### src/rtl/alarm_siren_sequencer.sv
// alarm_siren_sequencer: arm/disarm state machine with entry delay and
// alarm duration. It drives the registered siren enable for the tone generator.
// Optional arm/disarm chirp: define SIREN_CHIRP_EN.
module alarm_siren_sequencer #(
    parameter int TICK_DIV    = 50000000,
    parameter int ENTRY_DELAY = 10,
    parameter int ALARM_TIME  = 30,
    parameter int CHIRP_LEN   = 5000000
) (
    input  logic       clock,
    input  logic       reset,
    input  logic       arm_request,
    input  logic       disarm_request,
    input  logic       sensor_trip,
    output logic       siren,
    output logic       armed,
    output logic [2:0] state_code,
    output logic [7:0] alarm_count
);

    typedef enum logic [2:0] {
        S_DISARMED = 3'd0,
        S_ARMED    = 3'd1,
        S_ENTRY    = 3'd2,
        S_ALARM    = 3'd3,
        S_REARM    = 3'd4
    } state_t;

    localparam int PRE_W = (TICK_DIV > 1) ? $clog2(TICK_DIV) : 1;
    localparam int MAX_T = (ENTRY_DELAY > ALARM_TIME) ? ENTRY_DELAY : ALARM_TIME;
    localparam int TMR_W = (MAX_T > 1) ? $clog2(MAX_T) : 1;
    localparam logic [PRE_W-1:0] PRE_LAST   = PRE_W'(TICK_DIV - 1);
    localparam logic [TMR_W-1:0] ENTRY_LAST = TMR_W'(ENTRY_DELAY - 1);
    localparam logic [TMR_W-1:0] ALARM_LAST = TMR_W'(ALARM_TIME - 1);

    state_t            state_q, state_d;
    logic [PRE_W-1:0]  pre_q, pre_d;
    logic [TMR_W-1:0]  tmr_q, tmr_d;
    logic [7:0]        count_q, count_d;
    logic              siren_q, siren_d;
    logic              armed_q, armed_d;
    logic              tick;
    logic              transition;

`ifdef SIREN_CHIRP_EN
    localparam int CHIRP_W = (CHIRP_LEN > 1) ? $clog2(CHIRP_LEN + 1) : 1;
    logic [CHIRP_W-1:0] chirp_q, chirp_d;
    logic               chirp_start;
`endif

    // Next state: disarm beats everything, including a same-cycle timer expiry.
    always_comb begin
        state_d = state_q;
        case (state_q)
            S_DISARMED: if (arm_request && !disarm_request && !sensor_trip) state_d = S_ARMED;
            S_ARMED: begin
                if (disarm_request)   state_d = S_DISARMED;
                else if (sensor_trip) state_d = S_ENTRY;
            end
            S_ENTRY: begin
                if (disarm_request)                  state_d = S_DISARMED;
                else if (tick && tmr_q == ENTRY_LAST) state_d = S_ALARM;
            end
            S_ALARM: begin
                if (disarm_request)                  state_d = S_DISARMED;
                else if (tick && tmr_q == ALARM_LAST) state_d = S_REARM;
            end
            S_REARM: begin
                if (disarm_request)    state_d = S_DISARMED;
                else if (!sensor_trip) state_d = S_ARMED;
            end
            default: state_d = S_DISARMED;
        endcase
    end

    // Prescaler/tick timer restart on every state change so delays are exact.
    always_comb begin
        tick       = (pre_q == PRE_LAST);
        transition = (state_d != state_q);
        pre_d      = (transition || tick) ? '0 : pre_q + 1'b1;
        tmr_d      = tmr_q;
        if (transition)
            tmr_d = '0;
        else if (tick && (state_q == S_ENTRY || state_q == S_ALARM))
            tmr_d = tmr_q + 1'b1;
    end

    // Status: saturating alarm counter, armed flag and siren for the next state.
    always_comb begin
        count_d = count_q;
        if (state_d == S_ALARM && state_q != S_ALARM && count_q != 8'hFF)
            count_d = count_q + 8'd1;
        armed_d = (state_d != S_DISARMED);
`ifdef SIREN_CHIRP_EN
        // A refused arm never reaches ARMED, so it cannot start a chirp.
        chirp_start = (state_q == S_DISARMED && state_d == S_ARMED) ||
                      (disarm_request && state_q != S_DISARMED);
        if (chirp_start)
            chirp_d = CHIRP_W'(CHIRP_LEN);
        else if (chirp_q != '0)
            chirp_d = chirp_q - 1'b1;
        else
            chirp_d = '0;
        siren_d = (state_d == S_ALARM) || (chirp_d != '0);
`else
        siren_d = (state_d == S_ALARM);
`endif
    end

    // State and registered outputs; reset clears the siren asynchronously.
    always_ff @(posedge clock or posedge reset) begin
        if (reset) begin
            state_q <= S_DISARMED;
            pre_q   <= '0;
            tmr_q   <= '0;
            count_q <= '0;
            siren_q <= 1'b0;
            armed_q <= 1'b0;
`ifdef SIREN_CHIRP_EN
            chirp_q <= '0;
`endif
        end else begin
            state_q <= state_d;
            pre_q   <= pre_d;
            tmr_q   <= tmr_d;
            count_q <= count_d;
            siren_q <= siren_d;
            armed_q <= armed_d;
`ifdef SIREN_CHIRP_EN
            chirp_q <= chirp_d;
`endif
        end
    end

    assign siren       = siren_q;
    assign armed       = armed_q;
    assign state_code  = state_q;
    assign alarm_count = count_q;

endmodule
### config.mk
export PLATFORM = sky130hd
export DESIGN_NAME = alarm_siren_sequencer
export DESIGN_NICKNAME = d
export VERILOG_FILES = /design/src/rtl/alarm_siren_sequencer.sv
export SDC_FILE = /design/constraint.sdc
export NUM_CORES = 1
export LEC_CHECK = 0
export BUFFER_PORTS_ARGS = -buffer_cell sky130_fd_sc_hd__buf_2
export CAP_MARGIN = 40
export CORE_MARGIN = 1
export CORE_UTILIZATION = 59
export DETAILED_ROUTE_END_ITERATION = 16
export MAX_ROUTING_LAYER = met4
export PLACE_DENSITY = 0.79
export SYNTH_ARGS = -nofsm -noshare
export SYNTH_HDL_FRONTEND = slang
export SYNTH_SLANG_ARGS = --single-unit
### constraint.sdc
create_clock -name clock -period 3.6 [get_ports clock]
set_input_delay 0.18 -clock clock [delete_from_list [all_inputs] [get_ports clock]]
set_output_delay 0.18 -clock clock [all_outputs]
set_load 0.02 [all_outputs]
# Word-level counts from Yosys, hierarchy flattened

Index checks and enable logic that the tools add are counted.

Output and inout bits: 13
Bits of input ports: 5
Logic and storage cells: 47
Flip-flop bits (word level): 44

$add $sub $neg: 3
Reduce and logical (&&, ||, !) cells: 14
Mux-type cells: 13
Equality and inequality tests: 11

Operators with widths:

| operator                                                                 | number |
|---|---|
| 3-bit two-way mux                                                        | 9 |
| 26-bit by 1-bit adder with 26-bit output (second input constant)         | 1 |
| 26-bit equality test (second input constant)                             | 1 |
| 26-bit two-way mux                                                       | 1 |
| 3-bit one-hot mux with 5 select lines                                    | 1 |
| 5-bit two-way mux                                                        | 2 |
| 3-bit by 2-bit equality test with 1-bit output (second input constant)   | 3 |
| 8-bit by 1-bit adder with 8-bit output (second input constant)           | 1 |
| 8-bit inequality test (second input constant)                            | 1 |
| 1-bit logical AND                                                        | 7 |
| 5-bit by 1-bit adder with 5-bit output (second input constant)           | 1 |
| 5-bit by 4-bit equality test with 1-bit output (second input constant)   | 1 |
| 5-bit equality test (second input constant)                              | 1 |
| 3-bit by 1-bit equality test with 1-bit output (second input constant)   | 1 |
| 3-bit equality test (second input constant)                              | 1 |
| 3-bit logical NOT                                                        | 1 |
| 3-bit by 2-bit inequality test with 1-bit output (second input constant) | 1 |
| 3-bit inequality test                                                    | 1 |
| 3-bit nonzero test                                                       | 1 |
| 1-bit logical NOT                                                        | 2 |
| 1-bit logical OR                                                         | 2 |
| 2-bit nonzero test                                                       | 1 |

# Depth between registers and ports, before layout

Depth in word-level cells: 8
Gate-level depth with buffers: 8
Mapped depth without buffers: 8

# Least setup slack after synthesis

OpenSTA, ideal clock, no wires.

Kind: register to register
Start point: register pre_q[0]
End point: register pre_q[17]
Period minus slack after synthesis: 2527 ps
Arrival time: 2408 ps
Required time: 3481 ps
Slack: 1073 ps
Stages on the path, launching flop included: 9
Path buffers: 1
Setup time: 119 ps
Path through: dfrtp_1 -> ha_1 -> nand4_2 -> or4_4 -> nor4_4 -> a21oi_1 -> o211ai_2 -> buf_6 -> nor2_1

Cells in the longest elaborated chain, start to end: 8
Elaborated cells on any way between the ends: 12
Those cells by class: add/sub: 1; eq/ne: 2; mux: 6; reduce/logical: 3

Ends and longest elaborated chain:

| what                                        | line   | RTL |
|---|---|---|
| start, declared                             | 37     | `logic [PRE_W-1:0] pre_q, pre_d;` |
| start signal, assigned                      | 124    | `pre_q <= pre_d;` |
| 26-bit equality test                        | 78     | `tick = (pre_q == PRE_LAST);` |
| 1-bit logical AND, on equally long branches | 66, 62 |  |
| 3-bit two-way mux, on equally long branches | 66, 62 |  |
| 3-bit two-way mux, on equally long branches | 65, 61 |  |
| 3-bit one-hot mux with 5 select lines       | 54     | `case (state_q)` |
| 3-bit inequality test                       | 79     | `transition = (state_d != state_q);` |
| 1-bit logical OR                            | 80     | `pre_d = (transition \|\| tick) ? '0 : pre_q + 1'b1;` |
| 26-bit two-way mux *                        | 80     |  |
| via pre_d[17]                               | 37     |  |

Mark *: on every way through the listed nets, which the timed path passes. The rest lies on a longest branch.
A chain may end at the register's enable or synchronous reset.

# Final worst setup path

Start point: register pre_q[0]
End point: register pre_q[13]

The elaborated chain is that of the path after synthesis.

==> run_results.csv <==
group,metric,value,unit
route,ant_nets,0,
layout,n_fill_cell,306,
critical_path,cpPeakStageDelay,0.63,ns
power_and_ir_drop,peakVddDrop,242.9,µV
placed_design,dp_hpwl,2974,µm
timing,slew_headroom,0.5338,
logic_synthesis,postSynthAreaPerCell,9.723,µm²
die,io_pins,18,
logic_synthesis,ys_seq_elements,44,
logic_synthesis,ys_seq_area_frac,0.4798,
run_status,run_status,"finished, final reports clean",
power_and_ir_drop,power,0.0009169,W
layout,areaGrowthSynthToFinish,9.051,%
logic_synthesis,postSynthCellCount,236,
die,die_area,4143,µm²
placed_design,numPortBuffers,17,
route,wire_per_inst,13.54,µm
grt,grt_pass1_wl,7093,µm
logic_synthesis,synth.distinct_cells,41,
timing,skew,0.01249,ns
clocking,clock_sinks,44,
placed_design,gp_congestion,0.8440,
die,coreArea,3689,µm²
timing,fin_setup_tns,0,ns
power_and_ir_drop,leakagePower,1.176,nW
route,via_per_inst,5.507,
critical_path,crit_slowest_cell,"o211ai_2",
critical_path,cp.arrival,3.13,ns
grt,grt_pass1_vias,1627,
critical_path,worst-setup-path-type,"flip-flop to flip-flop",
layout,diodes,0,
critical_path,start_kind,"flip-flop",
timing,setup_viol,0,
clocking,cts_setup_buffers,0,
logic_synthesis,yosysWarnings,0,
grt,grt_usage,0.2284,
logic_synthesis,syn-num-nets,245,
grt,antenna_found_initial,0,
timing,rsz0062_at_grt,"false",
hold_path,hold_class,"input pin to async pin",
clocking,cts_buffers,5,
layout,drive_above_1_share,0.1563,
die,die_x,64.37,µm
clocking,ctsResizeCount,0,
critical_path,crit_fanout,16,
run,maxCapViolCount,0,
die,rows,22,
clocking,cts_tree,"done",
clocking,root_buffer,"clkbuf_8",
critical_path,path_cells,"ha_1, nand4_2, or4_4, nor4_4, a21oi_1, o211ai_2, nor2_1",
route,drt_iter0_markers,129,
timing,final-max-slew-violation-count,0,
timing,finalHoldViolations,0,
route,wl,4117,µm
power_and_ir_drop,power_density,366.4,nW/µm²
timing,min_period_over_period,0.8298,
timing,tightest_slew,0.6972,ns
die,die_h,64.37,µm
critical_path,worst_r2r_path_depth,7,
grt,grt_max_degree,45,
layout,final_util,0.6784,
clocking,clk_pin_slew_worst_paths,0.09,ns
logic_synthesis,netlist_area,2295,µm²
critical_path,cp.required,3.74,ns
timing,fmax,0.3348,GHz
grt,grt_overflow,0,
timing,period_minus_slack,2.987,ns
clocking,cts_hold_buf,0,
clocking,h-tree-depth,2,
layout,nets,264,
die,start_util,0.6221,
route,dr.pass1.iters,4,
clocking,clk_latency,0.29,ns
clocking,cts_buffer_depth,2,
critical_path,end_kind,"flip-flop",
route,vias,1674,
route,drc,0,
-- power by group --
group	internal, W	switching, W	total [W]
logic	0.0000252	0.0000429	0.0000681
registers	0.000512	0.0000204	0.000532
clock network	0.000153	0.000163	0.000316
total	0.000690	0.000226	0.000917
-- registers in the layout (all words and copies together) (netlist names) --
register and cells:
state_code 3, pre_q 26, alarm_count 8, siren 1, tmr_q 5, armed 1
-- cell families after synthesis --
logic type | count (synthesis) | share of synthesized area
flops | 44 | 0.4798
simple gates | 116 | 0.2612
buf+inv | 17 | 0.03435
fa+ha+maj | 4 | 0.02181
compound gates | 18 | 0.05943
xor+xnor | 35 | 0.1336
mux | 2 | 0.009814
-- layout make-up --
type                            count  area (µm²)  share of cell area
Inverter                           11       41.29             0.01650
Tap cell                           48       60.06             0.02400
Clock buffer                        6       82.58             0.03300
Clock inverter                      2       10.01            0.004000
Sequential cell                    44        1101              0.4400
Multi-Input combinational cell    175        1115              0.4455
Timing Repair Buffer               18       92.59             0.03700
-- synth_stat cells, drive strengths merged --
cell / count / area share
a2111oi: 1 / 0.0038
a211oi: 2 / 0.0065
a21o: 1 / 0.0033
a21oi: 4 / 0.0087
a31oi: 1 / 0.0027
and2: 3 / 0.0082
and3: 2 / 0.0055
and4: 1 / 0.0038
buf: 3 / 0.011
clkbuf: 3 / 0.0049
dfrtp: 44 / 0.48
ha: 4 / 0.022
inv: 11 / 0.018
mux2: 2 / 0.0098
nand2: 13 / 0.021
nand2b: 4 / 0.011
nand3: 8 / 0.017
nand3b: 1 / 0.0033
nand4: 11 / 0.033
nand4bb: 1 / 0.0049
nor2: 46 / 0.075
nor2b: 1 / 0.0027
nor3: 8 / 0.017
nor4: 7 / 0.026
nor4b: 1 / 0.0038
o211ai: 3 / 0.014
o21ai: 2 / 0.0060
o31ai: 2 / 0.0065
o41ai: 2 / 0.0076
or2: 4 / 0.011
or3: 3 / 0.0087
or4: 2 / 0.0087
xnor2: 14 / 0.053
xor2: 21 / 0.080
-- routing by layer --
| layer | vias to the layer above | GRT usage | wire [µm] |
|---|---|---|---|
| li1 | 842 | - | - |
| met1 | 789 | 0.3032 | 1941 |
| met2 | 36 | 0.3539 | 1964 |
| met3 | 7 | 0.03571 | 153 |
| met4 | 0 | 0.08611 | 57 |
| met5 | - | - | 0 |
-- critical path: cells and delay by family (launching register included) --
family / cells / cell delay [ns]
AO/OA/AOI/OAI: 2 / 0.86
AND/OR/NAND/NOR: 4 / 1.35
flip-flops: 1 / 0.39
adder cells (fa/ha/maj): 1 / 0.24
-- final timing paths --
path                                 from       endpoint  slack (ns)
setup / recovery                 pre_q[0]      pre_q[13]        0.61
hold / removal                      reset       pre_q[4]       0.002
setup reg to reg                 pre_q[0]      pre_q[13]        0.61
hold reg to reg                  pre_q[0]       pre_q[0]        0.49
max in group asynchronous           reset      pre_q[13]        3.23
min in group clock         disarm_request  state_code[2]        0.16
-- through the flow --
step	instance area (µm²)	worst slack, ns	std cells	hold slack, ns
after global placement	2410	0.7598	296	0.3358
final	2502	0.6127	304	0.002110
after detailed placement	2410	0.6128	296	0.3440
after global routing	2502	0.4004	304	0.05819
after CTS	2502	0.6157	304	0.02394
after floorplan	2295	1.073	236	0.4437
-- layout by cell type, fill, tap and decap left out, types with 2 or more instances in the layout --
master,instances
nor2_1,46
dfrtp_1,44
xor2_1,21
buf_2,17
xnor2_1,14
nand2_1,13
nand4_1,10
inv_1,10
nor3_1,8
nand3_1,8
nor4_1,6
clkbuf_8,6
nand2b_1,4
a21oi_1,4
or2_2,4
ha_1,4
and2_1,3
o41ai_1,2
o31ai_1,2
a211oi_1,2
mux2_2,2
or3_1,2
and3_1,2
o211ai_2,2
clkinv_2,2
Note: power is estimated with default switching activity, not from simulation.
